## config.mk

```make
export PLATFORM = sky130hd
export DESIGN_NAME = spi_burst_sequencer
export DESIGN_NICKNAME = d
export VERILOG_FILES = /design/src/rtl/spi_seq_pkg.sv /design/src/rtl/spi_seq_fifo.sv /design/src/rtl/spi_burst_sequencer.sv
export SDC_FILE = /design/constraint.sdc
export NUM_CORES = 1
export LEC_CHECK = 0
export ABC_AREA = 1
export CAP_MARGIN = 20
export CORE_AREA = 2 2 166 168
export DETAILED_ROUTE_END_ITERATION = 10
export DIE_AREA = 0 0 168 170
export GPL_TIMING_DRIVEN = 0
export PLACE_DENSITY = 0.51
export SYNTH_ARGS = -nofsm -noshare
export SYNTH_HDL_FRONTEND = slang
export SYNTH_SLANG_ARGS = --single-unit
```

## constraint.sdc

```tcl
create_clock -name i_clk -period 3.96 [get_ports i_clk]
set_input_delay 0.792 -clock i_clk [delete_from_list [all_inputs] [get_ports i_clk]]
set_output_delay 0.792 -clock i_clk [all_outputs]
set_load 0.02 [all_outputs]
```

## src/rtl/spi_seq_pkg.sv

```systemverilog
// spi_seq_pkg
//   Shared constants for the SPI burst sequencer: spi_controller register
//   addresses, CPU register window addresses, CMD/STATUS bit positions and
//   the burst engine state enum.
//   No ports (package).
package spi_seq_pkg;

  // spi_controller register port map
  localparam logic [1:0] CTL_ADDR_RX   = 2'd1;
  localparam logic [1:0] CTL_ADDR_TX   = 2'd2;
  localparam logic [1:0] CTL_ADDR_CTRL = 2'd3;
  localparam int         CTL_BUSY_BIT  = 7;

  // CPU register window map
  localparam logic [1:0] CPU_ADDR_FIFO = 2'd0;
  localparam logic [1:0] CPU_ADDR_LEN  = 2'd1;
  localparam logic [1:0] CPU_ADDR_CMD  = 2'd2;
  localparam logic [1:0] CPU_ADDR_RSVD = 2'd3;

  // CMD write bits
  localparam int CMD_START_BIT   = 0;
  localparam int CMD_KEEP_CS_BIT = 1;
  localparam int CMD_FLUSH_BIT   = 2;
  localparam int CMD_IRQ_EN_BIT  = 3;

  // STATUS read bits
  localparam int ST_BUSY_BIT     = 7;
  localparam int ST_TX_FULL_BIT  = 6;
  localparam int ST_TX_EMPTY_BIT = 5;
  localparam int ST_RX_FULL_BIT  = 4;
  localparam int ST_RX_EMPTY_BIT = 3;
  localparam int ST_DONE_BIT     = 1;
  localparam int ST_OVF_BIT      = 0;

  // Burst engine states
  typedef enum logic [2:0] {
    IDLE,
    CSON,
    LOAD,
    POLL,
    RXRD,
    CSOFF,
    DONE
  } seqState_e;

endpackage

```

## src/rtl/spi_seq_fifo.sv

```systemverilog
// spi_seq_fifo
//   Synchronous 8-bit FIFO used for both the TX and RX byte queues.
//   A push on a full FIFO is accepted when a pop happens in the same cycle,
//   so a full FIFO can be drained and refilled without losing a byte.
// Ports:
//   clk_i, rst_i     clock, synchronous active-high reset
//   flush_i          empties the FIFO (wins over push/pop)
//   push_i/pushData_i  write request and data
//   pop_i/popData_o  read request, head-of-queue data (valid when !empty_o)
//   full_o, empty_o  occupancy flags
module spi_seq_fifo #(
  parameter int DEPTH = 8
) (
  input  logic       clk_i,
  input  logic       rst_i,
  input  logic       flush_i,
  input  logic       push_i,
  input  logic [7:0] pushData_i,
  input  logic       pop_i,
  output logic [7:0] popData_o,
  output logic       full_o,
  output logic       empty_o
);

  localparam int AW = (DEPTH > 2) ? $clog2(DEPTH) : 1;
  localparam logic [AW:0] FULL_COUNT = (AW + 1)'(DEPTH);

  logic [7:0]    mem_q [DEPTH];
  logic [AW-1:0] wrPtr_q;
  logic [AW-1:0] rdPtr_q;
  logic [AW:0]   count_q;
  logic          doPush;
  logic          doPop;

  // A full FIFO still takes a push when the head leaves in the same cycle.
  assign full_o    = (count_q == FULL_COUNT);
  assign empty_o   = (count_q == '0);
  assign doPop     = pop_i && !empty_o;
  assign doPush    = push_i && (!full_o || pop_i);
  assign popData_o = mem_q[rdPtr_q];

  // Pointer and occupancy bookkeeping; flush simply rewinds everything.
  always_ff @(posedge clk_i) begin
    if (rst_i || flush_i) begin
      wrPtr_q <= '0;
      rdPtr_q <= '0;
      count_q <= '0;
    end else begin
      if (doPush) wrPtr_q <= wrPtr_q + AW'(1);
      if (doPop)  rdPtr_q <= rdPtr_q + AW'(1);
      case ({doPush, doPop})
        2'b10:   count_q <= count_q + (AW + 1)'(1);
        2'b01:   count_q <= count_q - (AW + 1)'(1);
        default: count_q <= count_q;
      endcase
    end
  end

  // Storage has no reset; the pointers decide what is valid.
  always_ff @(posedge clk_i) begin
    if (doPush) mem_q[wrPtr_q] <= pushData_i;
  end

endmodule

```

## src/rtl/spi_burst_sequencer.sv

```systemverilog
// spi_burst_sequencer
//   Autonomous multi-byte SPI burst engine between the CPU register bus and
//   spi_controller. The CPU queues TX bytes, sets a length and starts a
//   burst; the engine asserts SPI CS, sends one byte per transfer, polls the
//   controller busy flag and collects received bytes into the RX FIFO.
//   Optional macro SPI_SEQ_IRQ_EN adds o_irq and CMD bit3 irq_en.
// Ports:
//   i_clk, i_rst            clock, synchronous active-high reset
//   i_cs/i_rwb/i_addr/i_data CPU register access (0 FIFO, 1 LEN, 2 CMD/STATUS, 3 rsvd)
//   o_data                  CPU read data, combinational from i_addr
//   o_ctl_*                 registered spi_controller register port
//   i_ctl_data              spi_controller read data
//   o_irq                   (SPI_SEQ_IRQ_EN only) done & irq_en, registered
module spi_burst_sequencer
  import spi_seq_pkg::*;
#(
  parameter int         FIFO_DEPTH = 8,
  parameter logic [7:0] FILL_BYTE  = 8'hFF
) (
  input  logic       i_clk,
  input  logic       i_rst,
  input  logic       i_cs,
  input  logic       i_rwb,
  input  logic [1:0] i_addr,
  input  logic [7:0] i_data,
  output logic [7:0] o_data,
  output logic       o_ctl_cs,
  output logic       o_ctl_rwb,
  output logic [1:0] o_ctl_addr,
  output logic [7:0] o_ctl_data,
`ifdef SPI_SEQ_IRQ_EN
  output logic       o_irq,
`endif
  input  logic [7:0] i_ctl_data
);

  seqState_e  state_q, state_d;
  logic       phase_q, phase_d;
  logic       ctlCs_q, ctlCs_d;
  logic       ctlRwb_q, ctlRwb_d;
  logic [1:0] ctlAddr_q, ctlAddr_d;
  logic [7:0] ctlData_q, ctlData_d;
  logic [7:0] remain_q;
  logic       keepCs_q;
  logic       done_q, done_d;
  logic       ovf_q;

  logic       busy;
  logic       cpuWr, cpuRd;
  logic       txPushCpu, rxPopCpu, lenWr, cmdWr, startAcc, flush, statusRd;
  logic       txPopEng, rxPushEng, remainDec, setDone;
  logic       txFull, txEmpty, rxFull, rxEmpty;
  logic [7:0] txHead, rxHead;
  logic [7:0] status;

  // CPU register decode. Start, LEN and keep_cs are locked while a burst
  // runs; FIFO traffic and flush are always honoured.
  assign busy      = (state_q != IDLE);
  assign cpuWr     = i_cs && !i_rwb;
  assign cpuRd     = i_cs && i_rwb;
  assign txPushCpu = cpuWr && (i_addr == CPU_ADDR_FIFO);
  assign rxPopCpu  = cpuRd && (i_addr == CPU_ADDR_FIFO);
  assign lenWr     = cpuWr && (i_addr == CPU_ADDR_LEN) && !busy;
  assign cmdWr     = cpuWr && (i_addr == CPU_ADDR_CMD);
  assign startAcc  = cmdWr && i_data[CMD_START_BIT] && !busy;
  assign flush     = cmdWr && i_data[CMD_FLUSH_BIT];
  assign statusRd  = cpuRd && (i_addr == CPU_ADDR_CMD);

  spi_seq_fifo #(.DEPTH(FIFO_DEPTH)) txFifo (
    .clk_i      (i_clk),
    .rst_i      (i_rst),
    .flush_i    (flush),
    .push_i     (txPushCpu),
    .pushData_i (i_data),
    .pop_i      (txPopEng),
    .popData_o  (txHead),
    .full_o     (txFull),
    .empty_o    (txEmpty)
  );

  spi_seq_fifo #(.DEPTH(FIFO_DEPTH)) rxFifo (
    .clk_i      (i_clk),
    .rst_i      (i_rst),
    .flush_i    (flush),
    .push_i     (rxPushEng),
    .pushData_i (i_ctl_data),
    .pop_i      (rxPopCpu),
    .popData_o  (rxHead),
    .full_o     (rxFull),
    .empty_o    (rxEmpty)
  );

  // Burst engine next state. Every controller access state has two phases:
  // phase 0 loads the strobe into the output registers, phase 1 is the
  // strobe cycle itself (read data is valid on i_ctl_data) while the output
  // registers are loaded with the gap. The following state's phase 0 is
  // therefore the gap cycle, giving a 2-cycle access.
  always_comb begin
    state_d   = state_q;
    phase_d   = phase_q;
    ctlCs_d   = 1'b0;
    ctlRwb_d  = 1'b1;
    ctlAddr_d = ctlAddr_q;
    ctlData_d = ctlData_q;
    txPopEng  = 1'b0;
    rxPushEng = 1'b0;
    remainDec = 1'b0;
    setDone   = 1'b0;
    unique case (state_q)
      IDLE: begin
        if (startAcc) begin
          if (remain_q != 8'd0) begin
            state_d = CSON;
            phase_d = 1'b0;
          end else begin
            setDone = 1'b1;
          end
        end
      end
      CSON: begin
        if (!phase_q) begin
          ctlCs_d   = 1'b1;
          ctlRwb_d  = 1'b0;
          ctlAddr_d = CTL_ADDR_CTRL;
          ctlData_d = 8'h01;
          phase_d   = 1'b1;
        end else begin
          phase_d = 1'b0;
          state_d = LOAD;
        end
      end
      LOAD: begin
        if (!phase_q) begin
          ctlCs_d   = 1'b1;
          ctlRwb_d  = 1'b0;
          ctlAddr_d = CTL_ADDR_TX;
          ctlData_d = txEmpty ? FILL_BYTE : txHead;
          txPopEng  = !txEmpty;
          phase_d   = 1'b1;
        end else begin
          phase_d = 1'b0;
          state_d = POLL;
        end
      end
      POLL: begin
        if (!phase_q) begin
          ctlCs_d   = 1'b1;
          ctlAddr_d = CTL_ADDR_CTRL;
          phase_d   = 1'b1;
        end else begin
          phase_d = 1'b0;
          state_d = i_ctl_data[CTL_BUSY_BIT] ? POLL : RXRD;
        end
      end
      RXRD: begin
        if (!phase_q) begin
          ctlCs_d   = 1'b1;
          ctlAddr_d = CTL_ADDR_RX;
          phase_d   = 1'b1;
        end else begin
          phase_d   = 1'b0;
          rxPushEng = 1'b1;
          remainDec = 1'b1;
          if (remain_q != 8'd1) state_d = LOAD;
          else if (keepCs_q)    state_d = DONE;
          else                  state_d = CSOFF;
        end
      end
      CSOFF: begin
        if (!phase_q) begin
          ctlCs_d   = 1'b1;
          ctlRwb_d  = 1'b0;
          ctlAddr_d = CTL_ADDR_CTRL;
          ctlData_d = 8'h00;
          phase_d   = 1'b1;
        end else begin
          phase_d = 1'b0;
          state_d = DONE;
        end
      end
      DONE: begin
        setDone = 1'b1;
        state_d = IDLE;
      end
      default: state_d = IDLE;
    endcase
  end

  // done is sticky; a completion in the same cycle as a STATUS read wins so
  // that it is never lost.
  always_comb begin
    done_d = done_q;
    if (setDone)       done_d = 1'b1;
    else if (statusRd) done_d = 1'b0;
  end

  // Engine and controller-port registers.
  always_ff @(posedge i_clk) begin
    if (i_rst) begin
      state_q   <= IDLE;
      phase_q   <= 1'b0;
      ctlCs_q   <= 1'b0;
      ctlRwb_q  <= 1'b1;
      ctlAddr_q <= 2'd0;
      ctlData_q <= 8'h00;
    end else begin
      state_q   <= state_d;
      phase_q   <= phase_d;
      ctlCs_q   <= ctlCs_d;
      ctlRwb_q  <= ctlRwb_d;
      ctlAddr_q <= ctlAddr_d;
      ctlData_q <= ctlData_d;
    end
  end

  // CPU-visible control state: remaining count, keep_cs, done and overflow.
  // An RX push into a full FIFO only overflows when the CPU is not popping
  // the same cycle.
  always_ff @(posedge i_clk) begin
    if (i_rst) begin
      remain_q <= 8'd0;
      keepCs_q <= 1'b0;
      done_q   <= 1'b0;
      ovf_q    <= 1'b0;
    end else begin
      if (remainDec)  remain_q <= remain_q - 8'd1;
      else if (lenWr) remain_q <= i_data;
      if (cmdWr && !busy) keepCs_q <= i_data[CMD_KEEP_CS_BIT];
      done_q <= done_d;
      if (flush)                                   ovf_q <= 1'b0;
      else if (rxPushEng && rxFull && !rxPopCpu)   ovf_q <= 1'b1;
    end
  end

`ifdef SPI_SEQ_IRQ_EN
  logic irqEn_q, irqEn_d, irq_q;

  // The interrupt tracks next-cycle done and irq_en so it drops together
  // with done after the clearing STATUS read.
  assign irqEn_d = cmdWr ? i_data[CMD_IRQ_EN_BIT] : irqEn_q;

  always_ff @(posedge i_clk) begin
    if (i_rst) begin
      irqEn_q <= 1'b0;
      irq_q   <= 1'b0;
    end else begin
      irqEn_q <= irqEn_d;
      irq_q   <= done_d && irqEn_d;
    end
  end

  assign o_irq = irq_q;
`endif

  // CPU read mux; an empty RX FIFO reads as zero.
  always_comb begin
    status                  = 8'h00;
    status[ST_BUSY_BIT]     = busy;
    status[ST_TX_FULL_BIT]  = txFull;
    status[ST_TX_EMPTY_BIT] = txEmpty;
    status[ST_RX_FULL_BIT]  = rxFull;
    status[ST_RX_EMPTY_BIT] = rxEmpty;
    status[ST_DONE_BIT]     = done_q;
    status[ST_OVF_BIT]      = ovf_q;
    unique case (i_addr)
      CPU_ADDR_FIFO: o_data = rxEmpty ? 8'h00 : rxHead;
      CPU_ADDR_LEN:  o_data = remain_q;
      CPU_ADDR_CMD:  o_data = status;
      CPU_ADDR_RSVD: o_data = 8'h00;
      default:       o_data = 8'h00;
    endcase
  end

  assign o_ctl_cs   = ctlCs_q;
  assign o_ctl_rwb  = ctlRwb_q;
  assign o_ctl_addr = ctlAddr_q;
  assign o_ctl_data = ctlData_q;

endmodule

```

==> results_dict.tcl <==
set metrics [dict create \
    pin_count 42 \
    relSlewSlack_pct 32.28 \
    hold_viol 0 \
    grt_pass1_wl_mm 31.36 \
    nNetsFinal 912 \
    crit_type "in2out" \
    antenna_found_initial 0 \
    p_sw_share_pct 22.93 \
    ir_worst_vdd_mv 0.2042 \
    rsz0062_at_grt "no" \
    max_cap_viol_count 0 \
    cts_buffers 17 \
    ys_seq_area_share_pct 62.26 \
    first_pass_iters 5 \
    cp_max_fo 8 \
    synth_seq_cells 181 \
    post_drt_wl_per_cell_microns 16.24 \
    dp_hpwl_mm 13.70 \
    area_growth_pct 18.36 \
    skew_ns 0.01164 \
    yosysWarnings 0 \
    synthesis.nets 848 \
    drv_slew 0 \
    via_count 5782 \
    cts_buffer_depth 2 \
    port-buffer-count 41 \
    die_h_microns 170 \
    post_cts_buffers 0 \
    cp_data_arrival_time_ns 2.93 \
    gp_congestion 0.8772 \
    seqPwrFrac_pct 52.8 \
    status "finished clean" \
    holdWs_ns 0.4600 \
    switchingPower_uw 883.2 \
    grt_usage_pct 14.53 \
    required_ns 3.17 \
    synth_area_sq_um 7878 \
    ctsResizeCount 0 \
    p_leak_uw 0.003362 \
    n_fill_cell 2712 \
    clkPwrFrac_pct 43.9 \
    postSynthAreaPerCell_sq_um 9.701 \
    die-area_sq_um 28560 \
    power_density_nw_per_um2 413.1 \
    cts_hold_buffers 0 \
    drc 0 \
    finalNonFillerCells 1229 \
    worstSkewPairLatency_ns 0.43 \
    final_layout_size_suffix_gt1_share_pct 7.545 \
    p_comb_share_pct 3.3 \
    cts.clk_slew.worst_paths_ns 0.07 \
    grt_max_degree 19 \
    cts_sinks 181 \
    syn_inst 812 \
    antenna_cells 0 \
    finalSetupTns_ns 0 \
    start_util_pct 29.56 \
    clockRootBuffer "clkbuf_16" \
    cts_tree "built" \
    hp-class "reg2reg" \
    gr-total-overflow 0 \
    timing.final.crit_share_pct 93.96 \
    period_needed_ns 3.721 \
    drtIter0Drc 513 \
    htree_num_levels 4 \
    wirelength_mm 19.96 \
    rows 60 \
    yosysUniqueCellTypes 33 \
    grt_pass1_vias 5653 \
    startpoint_type "input port" \
    setup_viol 0 \
    die_w_microns 168 \
    worst-slew-pin-transition_ns 1.012 \
    detail-route-antenna-nets 0 \
    fmax_mhz 268.7 \
    end_kind "output pin" \
    vias_per_cell 4.705 \
    dp_cells 1197 \
    p_int_uw 2969 \
    core-area_sq_um 26650 \
]
[through the flow]
step,setup WS [ns],total power [uW],util (%),area (sq um)
3_5_place_dp,0.2647,2206,32.77,8732
5_1_grt,0.1142,3977,34.99,9324
6_report,0.2391,3852,34.99,9324
4_1_cts,0.2456,3892,34.97,9319
2_1_floorplan,1.502,2133,-,7878
3_3_place_gp,0.2322,2205,32.70,8715
[flip-flops by register name, summed over array words and instances (netlist names), 2 cells and up, named ones only]
| signal | count |
|---|---|
| o_ctl_addr | 2 |
| rxFifo.wrPtr_q | 3 |
| remain_q | 8 |
| rxFifo.count_q | 4 |
| txFifo.wrPtr_q | 3 |
| o_ctl_data | 8 |
| state_q | 3 |
| txFifo.count_q | 4 |
| txFifo.rdPtr_q | 3 |
| txFifo.mem_q | 64 |
| rxFifo.mem_q | 64 |
| rxFifo.rdPtr_q | 3 |
[synth_stat cells (all sizes together)]
| cell | count | area [sq um] |
|---|---|---|
| nand2 | 190 | 730.7 |
| edfxtp | 128 | 3844 |
| nor2 | 93 | 369.1 |
| nand3 | 92 | 460.4 |
| inv | 70 | 262.8 |
| dfxtp | 53 | 1061 |
| o21ai | 52 | 267.8 |
| a21oi | 46 | 234.0 |
| o211ai | 16 | 120.1 |
| clkbuf | 14 | 52.55 |
| ha | 13 | 162.7 |
| buf | 12 | 62.56 |
| nor3 | 9 | 56.31 |
| nand4 | 5 | 31.28 |
| xor2 | 5 | 43.79 |
| or2 | 4 | 27.53 |
| a22oi | 3 | 22.52 |
| a211oi | 2 | 15.01 |
| o221ai | 2 | 17.52 |
| fa | 1 | 20.02 |
| o21a | 1 | 7.510 |
| xnor2 | 1 | 8.760 |
[worst max-delay path, stage by stage]
cell and delay (ns):
clkdlybuf4s50_1 0.55, nor2_1 0.21, nand2_1 0.07, inv_1 0.29, nand3_1 0.14, o21ai_0 0.18
clkdlybuf4s50_1 0.68
[layout make-up]
class	count	area, sq um	area share [%]
plain buffers	26	115.1	1.235
well taps	341	426.7	4.576
clock buffers	17	425.4	4.563
multi-input cells	535	2595	27.83
flip-flops and latches	181	4905	52.60
repair buffers	45	432.9	4.643
inverters	70	262.8	2.818
clock inverters	14	161.4	1.731
[layout by cell type (no fill, tap or decap)]
| master | netlist | routed |
|---|---|---|
| nand2_1 | 183 | 183 |
| edfxtp_1 | 128 | 128 |
| nand3_1 | 92 | 92 |
| nor2_1 | 89 | 89 |
| inv_1 | 67 | 67 |
| dfxtp_1 | 53 | 53 |
| o21ai_0 | 49 | 49 |
| a21oi_1 | 45 | 45 |
| clkdlybuf4s50_1 | 0 | 41 |
| clkbuf_16 | 0 | 17 |
| o211ai_1 | 16 | 16 |
| buf_2 | 11 | 14 |
| clkbuf_1 | 14 | 14 |
| ha_1 | 13 | 13 |
| nor3_1 | 8 | 8 |
| nand2_2 | 7 | 7 |
| nand4_1 | 5 | 5 |
| xor2_1 | 5 | 5 |
| clkinv_4 | 0 | 5 |
| inv_8 | 0 | 4 |
| a22oi_1 | 3 | 3 |
| inv_2 | 3 | 3 |
| inv_6 | 0 | 3 |
| nor2_4 | 2 | 2 |
| o221ai_1 | 2 | 2 |
| nor2_2 | 2 | 2 |
| o21ai_2 | 2 | 2 |
| buf_4 | 1 | 2 |
| or2_1 | 2 | 2 |
| a211oi_1 | 2 | 2 |
| nor3_4 | 1 | 1 |
| or2_4 | 1 | 1 |
| or2_2 | 1 | 1 |
| xnor2_1 | 1 | 1 |
| o21a_1 | 1 | 1 |
| a21oi_2 | 1 | 1 |
| o21ai_1 | 1 | 1 |
| fa_1 | 1 | 1 |
| clkinv_8 | 0 | 1 |
| bufinv_16 | 0 | 1 |
[cells by family after synthesis]
family                   Yosys count  share of synthesized area (%)
AO/OA/AOI/OAI                    122                          8.688
XOR/XNOR                           6                         0.6671
adder cells (fa/ha/maj)           14                          2.319
buffers and inverters             96                          4.797
flip-flops                       181                          62.26
AND/OR/NAND/NOR                  393                          21.27
[worst paths after layout]
check / cells after the start / slack, ns / end / from
worst max-delay path: 7 / 0.24 / o_data[2] / i_addr[0]
worst min-delay path: 2 / 0.46 / rxFifo.rdPtr_q[2] / rxFifo.rdPtr_q[2]
worst max register to register: 12 / 1.38 / txFifo.count_q[2] / txFifo.count_q[0]
worst min register to register: 2 / 0.46 / rxFifo.rdPtr_q[2] / rxFifo.rdPtr_q[2]
[metal layers]
layer | vias to the layer above | GRT usage (%) | part of all wire [%]
met2 | 133 | 24.65 | 48
li1 | 2901 | - | -
met5 | - | 0 | 0
met3 | 23 | 3.326 | 4.9
met1 | 2725 | 18.14 | 45
met4 | 0 | 5.369 | 1.9
[power by group through the flow]
stage | Clock [uW] | Combinational (uW) | Sequential, uW
finish | 1690 | 127 | 2030
global route | 1800 | 141 | 2030
CTS | 1730 | 129 | 2030
detailed placement | 0 | 128 | 2080
global placement | 0 | 128 | 2080
floorplan | 0 | 55.6 | 2080
No activity file was read; power rests on OpenSTA's default activity.
